$ cat config.mk
export PLATFORM = sky130hd
export DESIGN_NAME = mod_updown_counter
export DESIGN_NICKNAME = d
export VERILOG_FILES = /design/src/rtl/counter_pkg.sv /design/src/rtl/mod_count_next.sv /design/src/rtl/mod_updown_counter.sv
export SDC_FILE = /design/constraint.sdc
export NUM_CORES = 1
export LEC_CHECK = 0
export ABC_AREA = 1
export BUFFER_PORTS_ARGS = -buffer_cell sky130_fd_sc_hd__buf_4
export CAP_MARGIN = 20
export CORE_AREA = 2 2 39 41
export DETAILED_ROUTE_END_ITERATION = 6
export DIE_AREA = 0 0 41 43
export GPL_ROUTABILITY_DRIVEN = 0
export PLACE_DENSITY_LB_ADDON = 0.12
export SLEW_MARGIN = 15
export SYNTH_ARGS = -nofsm -noshare
export SYNTH_HDL_FRONTEND = slang
export SYNTH_SLANG_ARGS = --single-unit
$ cat constraint.sdc
create_clock -name clk -period 1.97 [get_ports clk]
set_clock_uncertainty 0.1 [all_clocks]
set_input_delay 0.0985 -clock clk [delete_from_list [all_inputs] [get_ports clk]]
set_output_delay 0.0985 -clock clk [all_outputs]
set_load 0.02 [all_outputs]
$ cat src/rtl/counter_pkg.sv
// Shared types for the modulo-N up/down counter.
// Direction encoding and the per-edge operation select.
package counter_pkg;

  localparam logic DIR_UP = 1'b1;
  localparam logic DIR_DN = 1'b0;

  typedef enum logic [1:0] {
    CNT_HOLD,
    CNT_LOAD,
    CNT_STEP
  } cnt_op_t;

endpackage

$ cat src/rtl/mod_count_next.sv
// Combinational next-count for the modulo-N counter.
// Works in WIDTH+1 bits so load clamping never aliases.
module mod_count_next
  import counter_pkg::*;
#(
  parameter int WIDTH    = 4,
  parameter int MODULUS  = 16,
  parameter bit SATURATE = 1'b0
) (
  input  logic [WIDTH-1:0] count,
  input  cnt_op_t          op,
  input  logic             up_dn,
  input  logic [WIDTH-1:0] load_val,
  output logic [WIDTH-1:0] next,
  output logic             at_bound
);

  localparam logic [WIDTH:0] MAX  = (WIDTH+1)'(MODULUS - 1);
  localparam logic [WIDTH:0] ZERO = '0;
  localparam logic [WIDTH:0] ONE  = (WIDTH+1)'(1);

  logic [WIDTH:0] cnt_x;
  logic [WIDTH:0] lv_x;
  logic [WIDTH:0] nxt_x;

  assign cnt_x = {1'b0, count};
  assign lv_x  = {1'b0, load_val};

  // Bound detection and next value for the selected operation.
  always_comb begin
    at_bound = (up_dn == DIR_UP) ? (cnt_x == MAX)
                                 : (cnt_x == ZERO);
    nxt_x = cnt_x;
    unique case (op)
      CNT_LOAD: begin
        nxt_x = (lv_x > MAX) ? MAX : lv_x;
      end
      CNT_STEP: begin
        if (at_bound) begin
          if (SATURATE)
            nxt_x = cnt_x;
          else
            nxt_x = (up_dn == DIR_UP) ? ZERO : MAX;
        end else begin
          nxt_x = (up_dn == DIR_UP) ? cnt_x + ONE
                                    : cnt_x - ONE;
        end
      end
      CNT_HOLD: nxt_x = cnt_x;
      default:  nxt_x = cnt_x;
    endcase
  end

  assign next = nxt_x[WIDTH-1:0];

endmodule

$ cat src/rtl/mod_updown_counter.sv
// Synchronous modulo-N up/down counter with load,
// wrap/saturate, terminal-count pulse and sticky overflow.
module mod_updown_counter
  import counter_pkg::*;
#(
  parameter int WIDTH    = 4,
  parameter int MODULUS  = 16,
  parameter bit SATURATE = 1'b0
) (
  input  logic             clk,
  input  logic             reset,
  input  logic             en,
  input  logic             up_dn,
  input  logic             load,
  input  logic [WIDTH-1:0] load_val,
  input  logic             clr_ovf,
  output logic [WIDTH-1:0] count,
  output logic             tc,
  output logic             ovf
);

  if (MODULUS < 2 || MODULUS > (2 ** WIDTH)) begin : g_bad_mod
    $fatal(1, "mod_updown_counter: MODULUS out of range");
  end

  cnt_op_t          op;
  logic [WIDTH-1:0] next;
  logic             at_bound;
  logic             hit;

  // Load outranks enable; otherwise hold.
  always_comb begin
    if (load)
      op = CNT_LOAD;
    else if (en)
      op = CNT_STEP;
    else
      op = CNT_HOLD;
  end

  assign hit = (op == CNT_STEP) && at_bound;

  mod_count_next #(
    .WIDTH   (WIDTH),
    .MODULUS (MODULUS),
    .SATURATE(SATURATE)
  ) u_next (
    .count   (count),
    .op      (op),
    .up_dn   (up_dn),
    .load_val(load_val),
    .next    (next),
    .at_bound(at_bound)
  );

  // Register count, tc and ovf; a new hit beats clr_ovf.
  always_ff @(posedge clk) begin
    if (reset) begin
      count <= '0;
      tc    <= 1'b0;
      ovf   <= 1'b0;
    end else begin
      count <= next;
      tc    <= hit;
      ovf   <= hit | (ovf & ~clr_ovf);
    end
  end

endmodule
---- After elaboration in Yosys (flattened, before gate mapping) ----
Index checks and enable logic that the tools add are counted.
storage, ports and cells
  register bits after elaboration ......... 6
  input port bits ......................... 10
  output and inout bits ................... 6
operators by class
  add/sub/neg operators ................... 2
  $lt $le $gt $ge ......................... 1
  equal/unequal tests ..................... 3
  muxes and demuxes ....................... 8
  bitwise gates (word level) .............. 3
  reduce and logical (&&, ||, !) cells .... 3
operators with widths
  kind                 number
  $mux 4               4
  $pmux 4 s2           1
  $logic_not 5->1      1
  $add 4x1->4 const B  1
  $eq 4x4->1 const B   1
  $gt 4x4->1 const B   1
  $mux 2               2
  $sub 4x1->4 const B  1
  $eq 2x1->1 const B   1
  $eq 2x2->1 const B   1
  $reduce_bool 2->1    1
  $and 1x1->1          1
  $logic_and 1x1->1    1
  $mux 1               1
  $not 1->1            1
  $or 1x1->1           1

---- Depth between registers and ports, before layout ----
  word-level depth ........................ 5
  mapped depth ............................ 10

---- By module ----
A second synthesis with hierarchy kept.
second synthesis, totals
  cells, all modules ...................... 77
  area, all modules ....................... 488.0 µm²
modules (own cells, without submodules)
  module              instances  cells each  area each (µm²)
  mod_count_next      1          54          297.8
  mod_updown_counter  1          23          190.2

---- Worst setup path after synthesis ----
Ideal clock, no wire load.
  kind .................................... register to register
  from .................................... register count[2]
  to ...................................... register count[3]
  setup time .............................. 0.112 ns
  data arrival time ....................... 1.354 ns
  slack ................................... 0.404 ns
  cell stages (with the launch flop) ...... 9
  buffers on the path ..................... 0
  path through ............................ dfxtp_1 -> ha_1 -> or2_2 -> nand2_1 -> nand2_1 -> nand3_1 -> nand2_1 -> nand2_1 -> nand2_1
between the ends
  cells in the longest elaborated chain, start to end .. 4
  elaborated cells on any way between the ends .. 8
  those cells by class .................... add/sub (2); eq/ne (1); mux (4); reduce/logical (1)
RTL lines
  element                                    RTL line                                    source
  start, declared                            mod_updown_counter.sv:17                    output logic [WIDTH-1:0] count,
  start signal, assigned                     mod_updown_counter.sv:63                    count <= next;
  $sub 4x1->4, or another cell as far along  mod_count_next.sv:46                        : cnt_x - ONE;
  $mux 4 or $mux 1 (tied branches)           mod_count_next.sv:45, mod_count_next.sv:31
  $mux 4 *                                   mod_count_next.sv:39                        if (at_bound) begin
  $pmux 4 s2 *                               mod_count_next.sv:34                        unique case (op)
Every way passes the cells marked *; elsewhere a longest branch is shown, timed or not.
A chain may end at the register's enable or synchronous reset.

---- Final worst setup path ----
Same ends and word-level chain as after synthesis.

==> qor.log <==
qor: pwr.total_power 377 uW
qor: clock_tree.cts.path.max_buffers 2
qor: yosys.synth-compound-area-share 0.115
qor: detailed_routing.routedWlPerCell 9.36 microns
qor: yosys.post_synth_and_or_nand_nor_area_fraction 0.399
qor: pwr.power.density 601 nW/um^2
qor: finish.commonest_cells_after_routing_fill_and_taps_aside sky130_fd_sc_hd__nand2_1, sky130_fd_sc_hd__buf_4, sky130_fd_sc_hd__inv_1, sky130_fd_sc_hd__nor2_1, sky130_fd_sc_hd__dfxtp_1
qor: finish.multi_input_gate_area 275 sq um
qor: floorplanning.die-height 43 microns
qor: detailed_routing.drt_pass1_iterations 4
qor: floorplanning.core_region_area 1380 sq um
qor: yosys.yosys_warnings 0
qor: finish.n_fill_cell 156
qor: global_route.grt.total_usage 0.142
qor: yosys.yosysSeqAreaShare 0.268
qor: clock_tree.h-tree-depth 1
qor: sta.slew-limit-headroom 0.886
qor: sta.rsz0062_at_grt false
qor: sta.hold_viol 0
qor: finish.final_area 628 sq um
qor: yosys.synth-adder-area-share 0.101
qor: yosys.synth_area_per_cell 6.22 sq um
qor: floorplanning.rows 14
qor: floorplanning.ios 16
qor: sta.finalSetupViolCount 0
qor: yosys.synthMuxAreaShare 0
qor: sta.setup-tns-final 0 ns
qor: clock_tree.worst_setup_hold_path_clk_slew 0.05 ns
qor: yosys.synthesis.instances 72
qor: worst_setup_path.critical_path_required 2.01 ns
qor: clock_tree.tritoncts built
qor: yosys.synth_fp_nets 85
qor: worst_setup_path.arrival_time_reported_for_the_critical_path_endpoint 1.54 ns
qor: detailed_routing.routed-via-count 489
qor: sta.fmaxAchievable 0.669 GHz
qor: sta.max_slew.worst_pin.slew 0.169 ns
qor: finish.layout_commonest_cell sky130_fd_sc_hd__nand2_1
qor: worst_setup_path.critical_path.endpoint_type register
qor: clock_tree.cts_setup_buffers 0
qor: outcome.run_status complete, no violations
qor: clock_tree.clock_sink_count 6
qor: worst_setup_path.worst-path-max-fanout 4
qor: global_route.wire_length_of_the_first_global_routing_pass 1680 microns
qor: global_route.grt_remaining_overflow 0
qor: finish.final_cell_count_without_fillers 109
qor: floorplanning.die-area 1760 sq um
qor: yosys.synth-xor-area-share 0
qor: place.placed_cell_area 596 sq um
qor: sta.layout_worst_path_cycle_share 0.759
qor: pwr.total_leakage_power 0.000349 uW
qor: finish.postLayoutCoreUtil 0.454
qor: job.max_capacitance_violation_count 0
qor: yosys.yosysUniqueCellTypes 17
qor: yosys.yosys_register_bits 6
qor: clock_tree.tritoncts.num_buffers 3
qor: detailed_routing.post-route-drc-count 0
qor: clock_tree.clk_latency 0.25 ns
qor: pwr.max-vdd-ir-drop 0.294 mV
qor: finish.fin_nets 108
qor: detailed_routing.drt-initial-drc-count 13
qor: finish.sequential_cell_area 120 sq um
qor: floorplanning.start_util 0.324
qor: finish.antenna-diode-count 0
qor: yosys.synth_top_family_by_area simple AND/OR/NAND/NOR gates
qor: detailed_routing.wirelength 1020 microns
qor: worst_setup_path.setup.worst_path.class register to register
qor: place.port_buffers 15
qor: yosys.synth_area 448 sq um
qor: floorplanning.dieWidth 41 microns
qor: global_route.initial_antenna_violation_count 0
qor: worst_setup_path.critPathLaunchType register
qor: global_route.grt_max_degree 7
qor: detailed_routing.drt-vias-per-instance 4.49
qor: detailed_routing.postRouteAntennaNets 0
qor: sta.slew_violations 0
qor: global_route.via_count_of_the_first_global_routing_pass 410
qor: clock_tree.ctsRootBufferMaster sky130_fd_sc_hd__clkbuf_4
qor: place.detailed_place_hpwl 855 microns
qor: finish.layout-drive-gt1-share 0.269
qor: worst_hold_path.hp-class input pin to register
qor: sta.final.min_clock_period 1.50 ns
qor: finish.area_growth_syn_to_layout 40.2%
qor: place.placed_cells_incl_taps 105
==> repair_timing <==
action,CTS,global route
resized for setup,0,0
hold buffers,1,0
hold endpoints to repair,4,0
==> worst max-delay path, stage by stage (launching register included) <==
cell	delay, ns
sky130_fd_sc_hd__dfxtp_1	0.38
sky130_fd_sc_hd__ha_1	0.27
sky130_fd_sc_hd__or2_2	0.32
sky130_fd_sc_hd__nand2_1	0.07
sky130_fd_sc_hd__nand2_1	0.04
sky130_fd_sc_hd__nand3_1	0.06
sky130_fd_sc_hd__nand2_1	0.05
sky130_fd_sc_hd__nand2_1	0.05
sky130_fd_sc_hd__nand2_1	0.04
==> where the power goes <==
group,internal (uW),leakage [uW],switching (uW)
clock network,69.4,0.0000138,51.7
registers,129,0.0000494,7.24
logic,55.2,0.000285,64.5
total,254,0.000349,123
==> per-stage QoR <==
step / setup WS [ns] / hold WS, ns
2_1_floorplan: 0.404 / 0.0609
3_3_place_gp: 0.476 / 0.212
3_5_place_dp: 0.465 / 0.215
4_1_cts: 0.449 / 0.0117
5_1_grt: 0.407 / 0.0142
6_report: 0.474 / 0.0117
==> logic make-up after synthesis <==
group,after synthesis
buffers and inverters,14
flip-flops,6
AND/OR/NAND/NOR,40
adder cells (fa/ha/maj),3
AO/OA/AOI/OAI,9
==> flip-flops by register name, indices dropped and copies added (netlist names) <==
name / flops
count: 4
ovf: 1
tc: 1
==> path summary, 6_finish.rpt <==
check	from	to	slack (ns)	cells past startpoint
worst max register to register	count[2]$_SDFFE_PP0P_	count[3]$_SDFFE_PP0P_	0.47	8
worst min register to register	ovf$_SDFF_PP0_	ovf$_SDFF_PP0_	0.37	2
worst max-delay path	count[2]$_SDFFE_PP0P_	count[3]$_SDFFE_PP0P_	0.47	8
worst min-delay path	clr_ovf	ovf$_SDFF_PP0_	0.01	4
==> layer usage <==
layer	up-vias	global-route usage	wire, microns
met3	2	0.0314	46
met1	206	0.207	498
met2	15	0.184	468
li1	266	-	-
met5	-	0	0
met4	0	0.0800	6
==> cells in the mapped netlist (all sizes together) <==
library cell / count / area (sq um)
o21bai: 1 / 7.51
a21oi: 4 / 23.8
nand2: 23 / 88.8
nand3: 5 / 30.0
fa: 1 / 20.0
dfxtp: 6 / 120
nand4: 1 / 6.26
ha: 2 / 25.0
nor2: 9 / 41.3
o21ai: 4 / 20.0
inv: 14 / 52.6
or2: 2 / 12.5
==> final cells by class <==
type                       instances  share of cell area
tap                               16              0.0319
multi-input combinational         52               0.438
sequential                         6               0.191
inverter                          14              0.0837
clock buffer                       3              0.0359
timing repair buffer              18               0.219
Power figures use the tool's default switching activity.
